**config.mk**
```make
export PLATFORM = sky130hd
export DESIGN_NAME = my_axi4_lite_regs_flat
export DESIGN_NICKNAME = d
export VERILOG_FILES = /design/src/rtl/my_axi4_lite_regs_pkg.sv /design/src/rtl/my_axi4_lite_regs_if.sv /design/src/rtl/my_axi4_lite_wr_ctrl.sv /design/src/rtl/my_axi4_lite_regs.sv /design/src/flat_wrapper.sv
export SDC_FILE = /design/constraint.sdc
export NUM_CORES = 1
export LEC_CHECK = 0
export CAP_MARGIN = 20
export CORE_MARGIN = 2
export CORE_UTILIZATION = 30
export DETAILED_ROUTE_END_ITERATION = 10
export GPL_ROUTABILITY_DRIVEN = 1
export HOLD_SLACK_MARGIN = 0.1
export PLACE_DENSITY = 0.59
export SLEW_MARGIN = 10
export SYNTH_ARGS = -nofsm -noshare
export SYNTH_HDL_FRONTEND = slang
export SYNTH_HIERARCHICAL = 1
export SYNTH_SLANG_ARGS = --single-unit
export TNS_END_PERCENT = 50
```
**constraint.sdc**
```tcl
create_clock -name clk -period 2.72 [get_ports clk]
set_input_delay 0.544 -clock clk [delete_from_list [all_inputs] [get_ports clk]]
set_output_delay 0.544 -clock clk [all_outputs]
set_load 0.05 [all_outputs]
```
**src/rtl/my_axi4_lite_regs_pkg.sv**
```systemverilog
// my_axi4_lite_regs_pkg: shared definitions for the AXI4-Lite register bank.
//   Register offsets, AXI response codes, write/read FSM state types and the
//   response selection used by both channels.
//   Build option: MY_AXI4_LITE_REGS_SLVERR_EN -- when defined, unmapped
//   accesses answer SLVERR; otherwise they answer OKAY.
package my_axi4_lite_regs_pkg;

    localparam logic [3:0] CTRL_OFFSET    = 4'h0;
    localparam logic [3:0] STATUS_OFFSET  = 4'h4;
    localparam logic [3:0] SCRATCH_OFFSET = 4'h8;
    localparam logic [3:0] COUNTER_OFFSET = 4'hC;

    typedef enum logic [1:0] {
        RESP_OKAY   = 2'b00,
        RESP_EXOKAY = 2'b01,
        RESP_SLVERR = 2'b10,
        RESP_DECERR = 2'b11
    } axi_resp_e;

    typedef enum logic [1:0] {
        W_IDLE,
        W_HAVE_ADDR,
        W_HAVE_DATA,
        W_RESP
    } wr_state_e;

    typedef enum logic {
        R_IDLE,
        R_RESP
    } rd_state_e;

`ifdef MY_AXI4_LITE_REGS_SLVERR_EN
    localparam axi_resp_e UNMAPPED_RESP = RESP_SLVERR;
`else
    localparam axi_resp_e UNMAPPED_RESP = RESP_OKAY;
`endif

    function automatic axi_resp_e access_resp(input logic mapped);
        return mapped ? RESP_OKAY : UNMAPPED_RESP;
    endfunction

endpackage

```
**src/rtl/my_axi4_lite_regs_if.sv**
```systemverilog
// my_axi4_lite_regs_if: AXI4-Lite bus bundle (AW, W, B, AR, R channels).
//   master modport: initiator side; slave modport: responder side.
//   Clock and reset are not part of the bundle.
interface my_axi4_lite_regs_if #(
    parameter int unsigned ADDR_BIT_WIDTH = 8,
    parameter int unsigned DATA_BIT_WIDTH = 32
);
    logic [ADDR_BIT_WIDTH-1:0]   awaddr;
    logic [2:0]                  awprot;
    logic                        awvalid;
    logic                        awready;
    logic [DATA_BIT_WIDTH-1:0]   wdata;
    logic [DATA_BIT_WIDTH/8-1:0] wstrb;
    logic                        wvalid;
    logic                        wready;
    logic [1:0]                  bresp;
    logic                        bvalid;
    logic                        bready;
    logic [ADDR_BIT_WIDTH-1:0]   araddr;
    logic [2:0]                  arprot;
    logic                        arvalid;
    logic                        arready;
    logic [DATA_BIT_WIDTH-1:0]   rdata;
    logic [1:0]                  rresp;
    logic                        rvalid;
    logic                        rready;

    modport master (
        output awaddr, awprot, awvalid, input awready,
        output wdata, wstrb, wvalid, input wready,
        input bresp, bvalid, output bready,
        output araddr, arprot, arvalid, input arready,
        input rdata, rresp, rvalid, output rready
    );

    modport slave (
        input awaddr, awprot, awvalid, output awready,
        input wdata, wstrb, wvalid, output wready,
        output bresp, bvalid, input bready,
        input araddr, arprot, arvalid, output arready,
        output rdata, rresp, rvalid, input rready
    );
endinterface

```
**src/rtl/my_axi4_lite_wr_ctrl.sv**
```systemverilog
// my_axi4_lite_wr_ctrl: AXI4-Lite write-channel FSM.
//   Ports: clk, sync_rst; AW/W/B channel signals; commit strobe with the
//   address, data and byte strobe of the completed write.
//   AW and W may arrive in either order or together; the B response is
//   raised on the edge that completes the second beat.
module my_axi4_lite_wr_ctrl
    import my_axi4_lite_regs_pkg::*;
#(
    parameter int unsigned ADDR_BIT_WIDTH = 8,
    parameter int unsigned DATA_BIT_WIDTH = 32
) (
    input  logic                        clk,
    input  logic                        sync_rst,
    input  logic [ADDR_BIT_WIDTH-1:0]   awaddr,
    input  logic                        awvalid,
    output logic                        awready,
    input  logic [DATA_BIT_WIDTH-1:0]   wdata,
    input  logic [DATA_BIT_WIDTH/8-1:0] wstrb,
    input  logic                        wvalid,
    output logic                        wready,
    output logic [1:0]                  bresp,
    output logic                        bvalid,
    input  logic                        bready,
    output logic                        commit,
    output logic [ADDR_BIT_WIDTH-1:0]   commit_addr,
    output logic [DATA_BIT_WIDTH-1:0]   commit_data,
    output logic [DATA_BIT_WIDTH/8-1:0] commit_strb
);
    wr_state_e                   state;
    logic                        aw_rdy;
    logic                        w_rdy;
    logic [ADDR_BIT_WIDTH-1:0]   addr_q;
    logic [DATA_BIT_WIDTH-1:0]   data_q;
    logic [DATA_BIT_WIDTH/8-1:0] strb_q;
    logic                        aw_hs;
    logic                        w_hs;
    logic                        commit_mapped;

    // Readies come from registers but are masked while reset is held.
    assign awready = aw_rdy & ~sync_rst;
    assign wready  = w_rdy & ~sync_rst;
    assign aw_hs   = awvalid & awready;
    assign w_hs    = wvalid & wready;

    // Commit is combinational so the register bank updates on the same edge
    // that raises bvalid; the beat arriving this cycle bypasses its capture reg.
    always_comb begin
        commit      = 1'b0;
        commit_addr = awaddr;
        commit_data = wdata;
        commit_strb = wstrb;
        case (state)
            W_IDLE:      commit = aw_hs & w_hs;
            W_HAVE_ADDR: begin
                commit      = w_hs;
                commit_addr = addr_q;
            end
            W_HAVE_DATA: begin
                commit      = aw_hs;
                commit_data = data_q;
                commit_strb = strb_q;
            end
            default:     commit = 1'b0;
        endcase
    end

    assign commit_mapped = (commit_addr >> 4) == '0;

    always_ff @(posedge clk) begin
        if (sync_rst) begin
            state  <= W_IDLE;
            aw_rdy <= 1'b1;
            w_rdy  <= 1'b1;
            bvalid <= 1'b0;
            bresp  <= RESP_OKAY;
            addr_q <= '0;
            data_q <= '0;
            strb_q <= '0;
        end else if (commit) begin
            state  <= W_RESP;
            aw_rdy <= 1'b0;
            w_rdy  <= 1'b0;
            bvalid <= 1'b1;
            bresp  <= access_resp(commit_mapped);
        end else begin
            case (state)
                W_IDLE: begin
                    if (aw_hs) begin
                        state  <= W_HAVE_ADDR;
                        aw_rdy <= 1'b0;
                        addr_q <= awaddr;
                    end else if (w_hs) begin
                        state  <= W_HAVE_DATA;
                        w_rdy  <= 1'b0;
                        data_q <= wdata;
                        strb_q <= wstrb;
                    end
                end
                W_RESP: begin
                    if (bready) begin
                        state  <= W_IDLE;
                        aw_rdy <= 1'b1;
                        w_rdy  <= 1'b1;
                        bvalid <= 1'b0;
                    end
                end
                default: ;
            endcase
        end
    end
endmodule

```
**src/rtl/my_axi4_lite_regs.sv**
```systemverilog
// my_axi4_lite_regs: AXI4-Lite responder with a four-register bank.
//   Ports: clk, sync_rst (sync, active-high); axi (slave modport of
//   my_axi4_lite_regs_if); status_i (STATUS read value); ctrl_o (CTRL reg).
//   Map on addr[3:2]: 0x0 CTRL RW, 0x4 STATUS RO, 0x8 SCRATCH RW,
//   0xC COUNTER (any write clears). Address bits above [3] must be zero.
//   Build option: MY_AXI4_LITE_REGS_SLVERR_EN selects SLVERR for unmapped.
module my_axi4_lite_regs
    import my_axi4_lite_regs_pkg::*;
#(
    parameter int unsigned ADDR_BIT_WIDTH = 8,
    parameter int unsigned DATA_BIT_WIDTH = 32
) (
    input  logic                      clk,
    input  logic                      sync_rst,
    my_axi4_lite_regs_if.slave        axi,
    input  logic [DATA_BIT_WIDTH-1:0] status_i,
    output logic [DATA_BIT_WIDTH-1:0] ctrl_o
);
    localparam int unsigned STRB_W = DATA_BIT_WIDTH / 8;

    logic [DATA_BIT_WIDTH-1:0] ctrl_q;
    logic [DATA_BIT_WIDTH-1:0] scratch_q;
    logic [DATA_BIT_WIDTH-1:0] counter_q;

    logic                      commit;
    logic [ADDR_BIT_WIDTH-1:0] commit_addr;
    logic [DATA_BIT_WIDTH-1:0] commit_data;
    logic [STRB_W-1:0]         commit_strb;
    logic                      commit_mapped;

    rd_state_e                 rd_state;
    logic                      ar_rdy;
    logic                      rvalid_q;
    logic [DATA_BIT_WIDTH-1:0] rdata_q;
    logic [1:0]                rresp_q;
    logic                      ar_mapped;
    logic [DATA_BIT_WIDTH-1:0] rd_value;
    logic                      unused_bits;

    assign unused_bits = ^{axi.awprot, axi.arprot, commit_addr[1:0], axi.araddr[1:0]};

    my_axi4_lite_wr_ctrl #(
        .ADDR_BIT_WIDTH(ADDR_BIT_WIDTH),
        .DATA_BIT_WIDTH(DATA_BIT_WIDTH)
    ) u_wr_ctrl (
        .clk        (clk),
        .sync_rst   (sync_rst),
        .awaddr     (axi.awaddr),
        .awvalid    (axi.awvalid),
        .awready    (axi.awready),
        .wdata      (axi.wdata),
        .wstrb      (axi.wstrb),
        .wvalid     (axi.wvalid),
        .wready     (axi.wready),
        .bresp      (axi.bresp),
        .bvalid     (axi.bvalid),
        .bready     (axi.bready),
        .commit     (commit),
        .commit_addr(commit_addr),
        .commit_data(commit_data),
        .commit_strb(commit_strb)
    );

    function automatic logic [DATA_BIT_WIDTH-1:0] merge_bytes(
        input logic [DATA_BIT_WIDTH-1:0] old_val,
        input logic [DATA_BIT_WIDTH-1:0] new_val,
        input logic [STRB_W-1:0]         strb
    );
        logic [DATA_BIT_WIDTH-1:0] result;
        result = old_val;
        for (int unsigned i = 0; i < STRB_W; i++) begin
            if (strb[i]) result[i*8 +: 8] = new_val[i*8 +: 8];
        end
        return result;
    endfunction

    assign commit_mapped = (commit_addr >> 4) == '0;
    assign ctrl_o        = ctrl_q;

    always_ff @(posedge clk) begin
        if (sync_rst) begin
            ctrl_q    <= '0;
            scratch_q <= '0;
            counter_q <= '0;
        end else begin
            if (commit && commit_mapped && {commit_addr[3:2], 2'b00} == CTRL_OFFSET)
                ctrl_q <= merge_bytes(ctrl_q, commit_data, commit_strb);
            if (commit && commit_mapped && {commit_addr[3:2], 2'b00} == SCRATCH_OFFSET)
                scratch_q <= merge_bytes(scratch_q, commit_data, commit_strb);
            // A clearing write takes priority over the running increment.
            if (commit && commit_mapped && {commit_addr[3:2], 2'b00} == COUNTER_OFFSET)
                counter_q <= '0;
            else if (ctrl_q[0])
                counter_q <= counter_q + DATA_BIT_WIDTH'(1);
        end
    end

    assign ar_mapped = (axi.araddr >> 4) == '0;

    always_comb begin
        rd_value = '0;
        if (ar_mapped) begin
            case ({axi.araddr[3:2], 2'b00})
                CTRL_OFFSET:    rd_value = ctrl_q;
                STATUS_OFFSET:  rd_value = status_i;
                SCRATCH_OFFSET: rd_value = scratch_q;
                COUNTER_OFFSET: rd_value = counter_q;
                default:        rd_value = '0;
            endcase
        end
    end

    assign axi.arready = ar_rdy & ~sync_rst;
    assign axi.rvalid  = rvalid_q;
    assign axi.rdata   = rdata_q;
    assign axi.rresp   = rresp_q;

    always_ff @(posedge clk) begin
        if (sync_rst) begin
            rd_state <= R_IDLE;
            ar_rdy   <= 1'b1;
            rvalid_q <= 1'b0;
            rdata_q  <= '0;
            rresp_q  <= RESP_OKAY;
        end else begin
            case (rd_state)
                R_IDLE: begin
                    if (axi.arvalid && axi.arready) begin
                        rd_state <= R_RESP;
                        ar_rdy   <= 1'b0;
                        rvalid_q <= 1'b1;
                        rdata_q  <= rd_value;
                        rresp_q  <= access_resp(ar_mapped);
                    end
                end
                R_RESP: begin
                    if (axi.rready) begin
                        rd_state <= R_IDLE;
                        ar_rdy   <= 1'b1;
                        rvalid_q <= 1'b0;
                    end
                end
                default: rd_state <= R_IDLE;
            endcase
        end
    end
endmodule

```
**src/flat_wrapper.sv**
```systemverilog
// flat-port wrapper written by rule: the top's interface ports become plain ports
module my_axi4_lite_regs_flat import my_axi4_lite_regs_pkg::*;
#(
    parameter int unsigned ADDR_BIT_WIDTH = 8,
    parameter int unsigned DATA_BIT_WIDTH = 32
)
  (clk, sync_rst, status_i, ctrl_o, axi_awaddr, axi_awprot, axi_awvalid, axi_awready, axi_wdata, axi_wstrb, axi_wvalid, axi_wready, axi_bresp, axi_bvalid, axi_bready, axi_araddr, axi_arprot, axi_arvalid, axi_arready, axi_rdata, axi_rresp, axi_rvalid, axi_rready);
  my_axi4_lite_regs_if #(.ADDR_BIT_WIDTH(ADDR_BIT_WIDTH), .DATA_BIT_WIDTH(DATA_BIT_WIDTH)) axi_i ();
  input  logic clk;
  input  logic sync_rst;
  input  logic [DATA_BIT_WIDTH-1:0] status_i;
  output logic [DATA_BIT_WIDTH-1:0] ctrl_o;
  input wire logic [$bits(axi_i.awaddr)-1:0] axi_awaddr;
  input wire logic [$bits(axi_i.awprot)-1:0] axi_awprot;
  input wire logic [$bits(axi_i.awvalid)-1:0] axi_awvalid;
  output wire logic [$bits(axi_i.awready)-1:0] axi_awready;
  input wire logic [$bits(axi_i.wdata)-1:0] axi_wdata;
  input wire logic [$bits(axi_i.wstrb)-1:0] axi_wstrb;
  input wire logic [$bits(axi_i.wvalid)-1:0] axi_wvalid;
  output wire logic [$bits(axi_i.wready)-1:0] axi_wready;
  output wire logic [$bits(axi_i.bresp)-1:0] axi_bresp;
  output wire logic [$bits(axi_i.bvalid)-1:0] axi_bvalid;
  input wire logic [$bits(axi_i.bready)-1:0] axi_bready;
  input wire logic [$bits(axi_i.araddr)-1:0] axi_araddr;
  input wire logic [$bits(axi_i.arprot)-1:0] axi_arprot;
  input wire logic [$bits(axi_i.arvalid)-1:0] axi_arvalid;
  output wire logic [$bits(axi_i.arready)-1:0] axi_arready;
  output wire logic [$bits(axi_i.rdata)-1:0] axi_rdata;
  output wire logic [$bits(axi_i.rresp)-1:0] axi_rresp;
  output wire logic [$bits(axi_i.rvalid)-1:0] axi_rvalid;
  input wire logic [$bits(axi_i.rready)-1:0] axi_rready;
  assign axi_i.awaddr = axi_awaddr;
  assign axi_i.awprot = axi_awprot;
  assign axi_i.awvalid = axi_awvalid;
  assign axi_awready = axi_i.awready;
  assign axi_i.wdata = axi_wdata;
  assign axi_i.wstrb = axi_wstrb;
  assign axi_i.wvalid = axi_wvalid;
  assign axi_wready = axi_i.wready;
  assign axi_bresp = axi_i.bresp;
  assign axi_bvalid = axi_i.bvalid;
  assign axi_i.bready = axi_bready;
  assign axi_i.araddr = axi_araddr;
  assign axi_i.arprot = axi_arprot;
  assign axi_i.arvalid = axi_arvalid;
  assign axi_arready = axi_i.arready;
  assign axi_rdata = axi_i.rdata;
  assign axi_rresp = axi_i.rresp;
  assign axi_rvalid = axi_i.rvalid;
  assign axi_i.rready = axi_rready;
  my_axi4_lite_regs #(.ADDR_BIT_WIDTH(ADDR_BIT_WIDTH), .DATA_BIT_WIDTH(DATA_BIT_WIDTH)) u_core (.clk(clk), .sync_rst(sync_rst), .axi(axi_i), .status_i(status_i), .ctrl_o(ctrl_o));
endmodule
```
==> impl_metrics.csv <==
group,metric,value,unit
global_route,met3_usage,0.04233,
cells_and_area,seq_area,0.003563,mm^2
timing,worst_pin_slew,1.026,ns
global_route,top_usage_layer,"met2",
power,power.density,526.0,mW/mm^2
placement,hpwl,18.14,mm
worst_hold_path,hp-class,"flip-flop to flip-flop",
synth,synthCells,844,
die,die_w,171.1,um
detailed_routing,drc_errors,0,
global_route,grt_pass1_wl,39.26,mm
cells_and_area,final_area,0.01101,mm^2
power,peakVddDrop,0.3474,mV
clock_network,htree_levels,4,
clock_network,clk_latency,0.43,ns
cells_and_area,final_nets,1088,
clock_network,ctsHoldBuffers,0,
job,maxCapViolations,0,
die,start_util,0.3031,
clock_network,cts_buffer_depth,2,
power,seqPwrFrac,0.458,
timing,setup_tns,0,ns
detailed_routing,ant_nets,0,
clock_network,cts_tree,"yes",
cells_and_area,drive_above_1_share,0.1705,
detailed_routing,wire_per_inst,18.63,um
detailed_routing,vias,7035,
global_route,grtUsageTotal,0.1753,
outcome,status,"finished clean",
setup_path,worstPathArrival,2.94,ns
power,combinationalPowerShare,0.118,
global_route,grt_use_met2,0.2805,
clock_network,clock_sinks,178,
cells_and_area,multiInputGateArea,0.004424,mm^2
cells_and_area,n_fill_cell,2758,
setup_path,rrSetupSlack,0.19,ns
timing,rsz0062_at_grt,"false",
detailed_routing,firstDrtPassIters,4,
synth,avgSynthCellArea,9.924,um^2
timing,finalHoldViolCount,0,
die,core,0.02763,mm^2
power,p_sw,0.001615,W
setup_path,crit_fanout,8,
clock_network,path_clk_slew,0.08,ns
detailed_routing,wl,25.73,mm
power,fin_total_pwr,0.005790,W
timing,fin_crit_sh,0.9692,
die,fp.dieH,171.1,um
die,pin_count,170,
global_route,grt_overflow_total,0,
setup_path,startpoint_type,"input pin",
global_route,grt_pass1_vias,6827,
power,pwr-share-clk,0.424,
power,switching_share,0.2790,
clock_network,cts_root_buffer,"clkbuf_16",
power,p_int,0.004174,W
die,dieArea,0.02927,mm^2
setup_path,crit_path_end_kind,"flip-flop",
timing,worst_clock_skew,0.01317,ns
timing,fin_crit,2.636,ns
timing,setup_viol,0,
placement,port_buffers,155,
clock_network,numCtsBuffers,17,
power,p_leak,3.921,nW
detailed_routing,drt_iter0_drc,508,
timing,slew_viol_final,0,
timing,max-slew-margin-rel,0.3154,
cells_and_area,diodes,0,
timing,fmax,0.3793,GHz
setup_path,worstSetupPathType,"input pin to flip-flop",
synth,yosys_warnings,6,
global_route,met1_usage,0.2396,
cells_and_area,final_core_util,0.3984,
detailed_routing,routed_via_density,5.094,
cells_and_area,area_delta_synth_final,31.43,%
placement,place_congestion,0.8071,
global_route,antenna_found_initial,0,
die,num_rows,61,
global_route,grt_max_degree,83,
setup_path,worstPathRequired,3.03,ns
synth,synth_area,0.008376,mm^2
placement,placed_cell_area,0.01040,mm^2
## flip-flops by register name (all words and copies together) (netlist names), 2 cells and up
signal	count
u_core/u_wr_ctrl/strb_q	4
u_core/u_wr_ctrl/data_q	32
u_core/counter_q	32
u_core/axi.rdata	32
u_core/u_wr_ctrl/state	2
u_core/ctrl_o	32
u_core/u_wr_ctrl/addr_q	6
u_core/scratch_q	32
## critical path: stages
cell             delay, ns
clkdlybuf4s50_1       0.48
and3b_1               0.19
nor2_1                0.07
a211oi_2              0.22
or4b_4                0.53
or4_1                 0.49
buf_4                 0.20
mux2i_1               0.17
nor2_1                0.05
## layer usage
layer  vias to the layer above  wire length (um)
met5                         -                 0
met4                         0               221
met3                        16              1372
met2                       189             12070
met1                      3438             12070
li1                       3392                 -
## area by class of cell
| class | count | share of cell area |
|---|---|---|
| clock buffers | 17 | 0.03864 |
| clock inverters | 15 | 0.01512 |
| inverters | 8 | 0.002728 |
| multi-input cells | 590 | 0.4019 |
| flip-flops and latches | 178 | 0.3237 |
| well taps | 378 | 0.04296 |
| repair buffers | 195 | 0.1749 |
## final timing paths
check	endpoint	cells after the start	startpoint
worst max-delay path	u_core/scratch_q[0]$_SDFFE_PP0P_	9	axi_awvalid
worst min-delay path	u_core/axi.rvalid$_SDFFE_PP0P_	2	u_core/axi.rvalid$_SDFFE_PP0P_
worst max register to register	u_core/scratch_q[0]$_SDFFE_PP0P_	7	u_core/u_wr_ctrl/state[1]$_SDFFE_PP0P_
worst min register to register	u_core/axi.rvalid$_SDFFE_PP0P_	2	u_core/axi.rvalid$_SDFFE_PP0P_
## timing repair
item,in CTS,in global routing
setup buffers,0,0
gates resized for setup,0,4
endpoints found under the setup margin,0,27
## power groups by stage
stage	Clock, W	Combinational (W)	Sequential [W]
2_1_floorplan	0	0.000383	0.00272
3_3_place_gp	0	0.000683	0.00271
3_5_place_dp	0	0.000684	0.00271
4_1_cts	0.00251	0.000687	0.00265
5_1_grt	0.00262	0.000731	0.00266
6_report	0.00245	0.000686	0.00265
## through the flow
stage / hold slack (ns) / setup WS, ns / cells
floorplan: 0.4395 / 0.06861 / 846
global placement: 0.4575 / -0.3597 / 1349
detailed placement: 0.4598 / -0.3742 / 1349
CTS: 0.4739 / 0.01367 / 1381
global route: 0.4975 / 0.01194 / 1381
finish: 0.4713 / 0.08391 / 1381
## placed cells by master (no fill, tap or decap), types with 9 or more instances in the layout
cell type        instances
or4_1                   14
a22oi_1                 32
o21ai_0                 48
nor2_1                 112
or3_1                   10
mux2_2                  42
mux2i_1                 67
nand4_1                  9
clkbuf_16               17
nand2_1                 17
clkdlybuf4s50_1        148
mux4_2                  31
dfxtp_1                178
nand3_1                 52
a21oi_1                 62
buf_4                   36
Power figures use the tool's default switching activity.
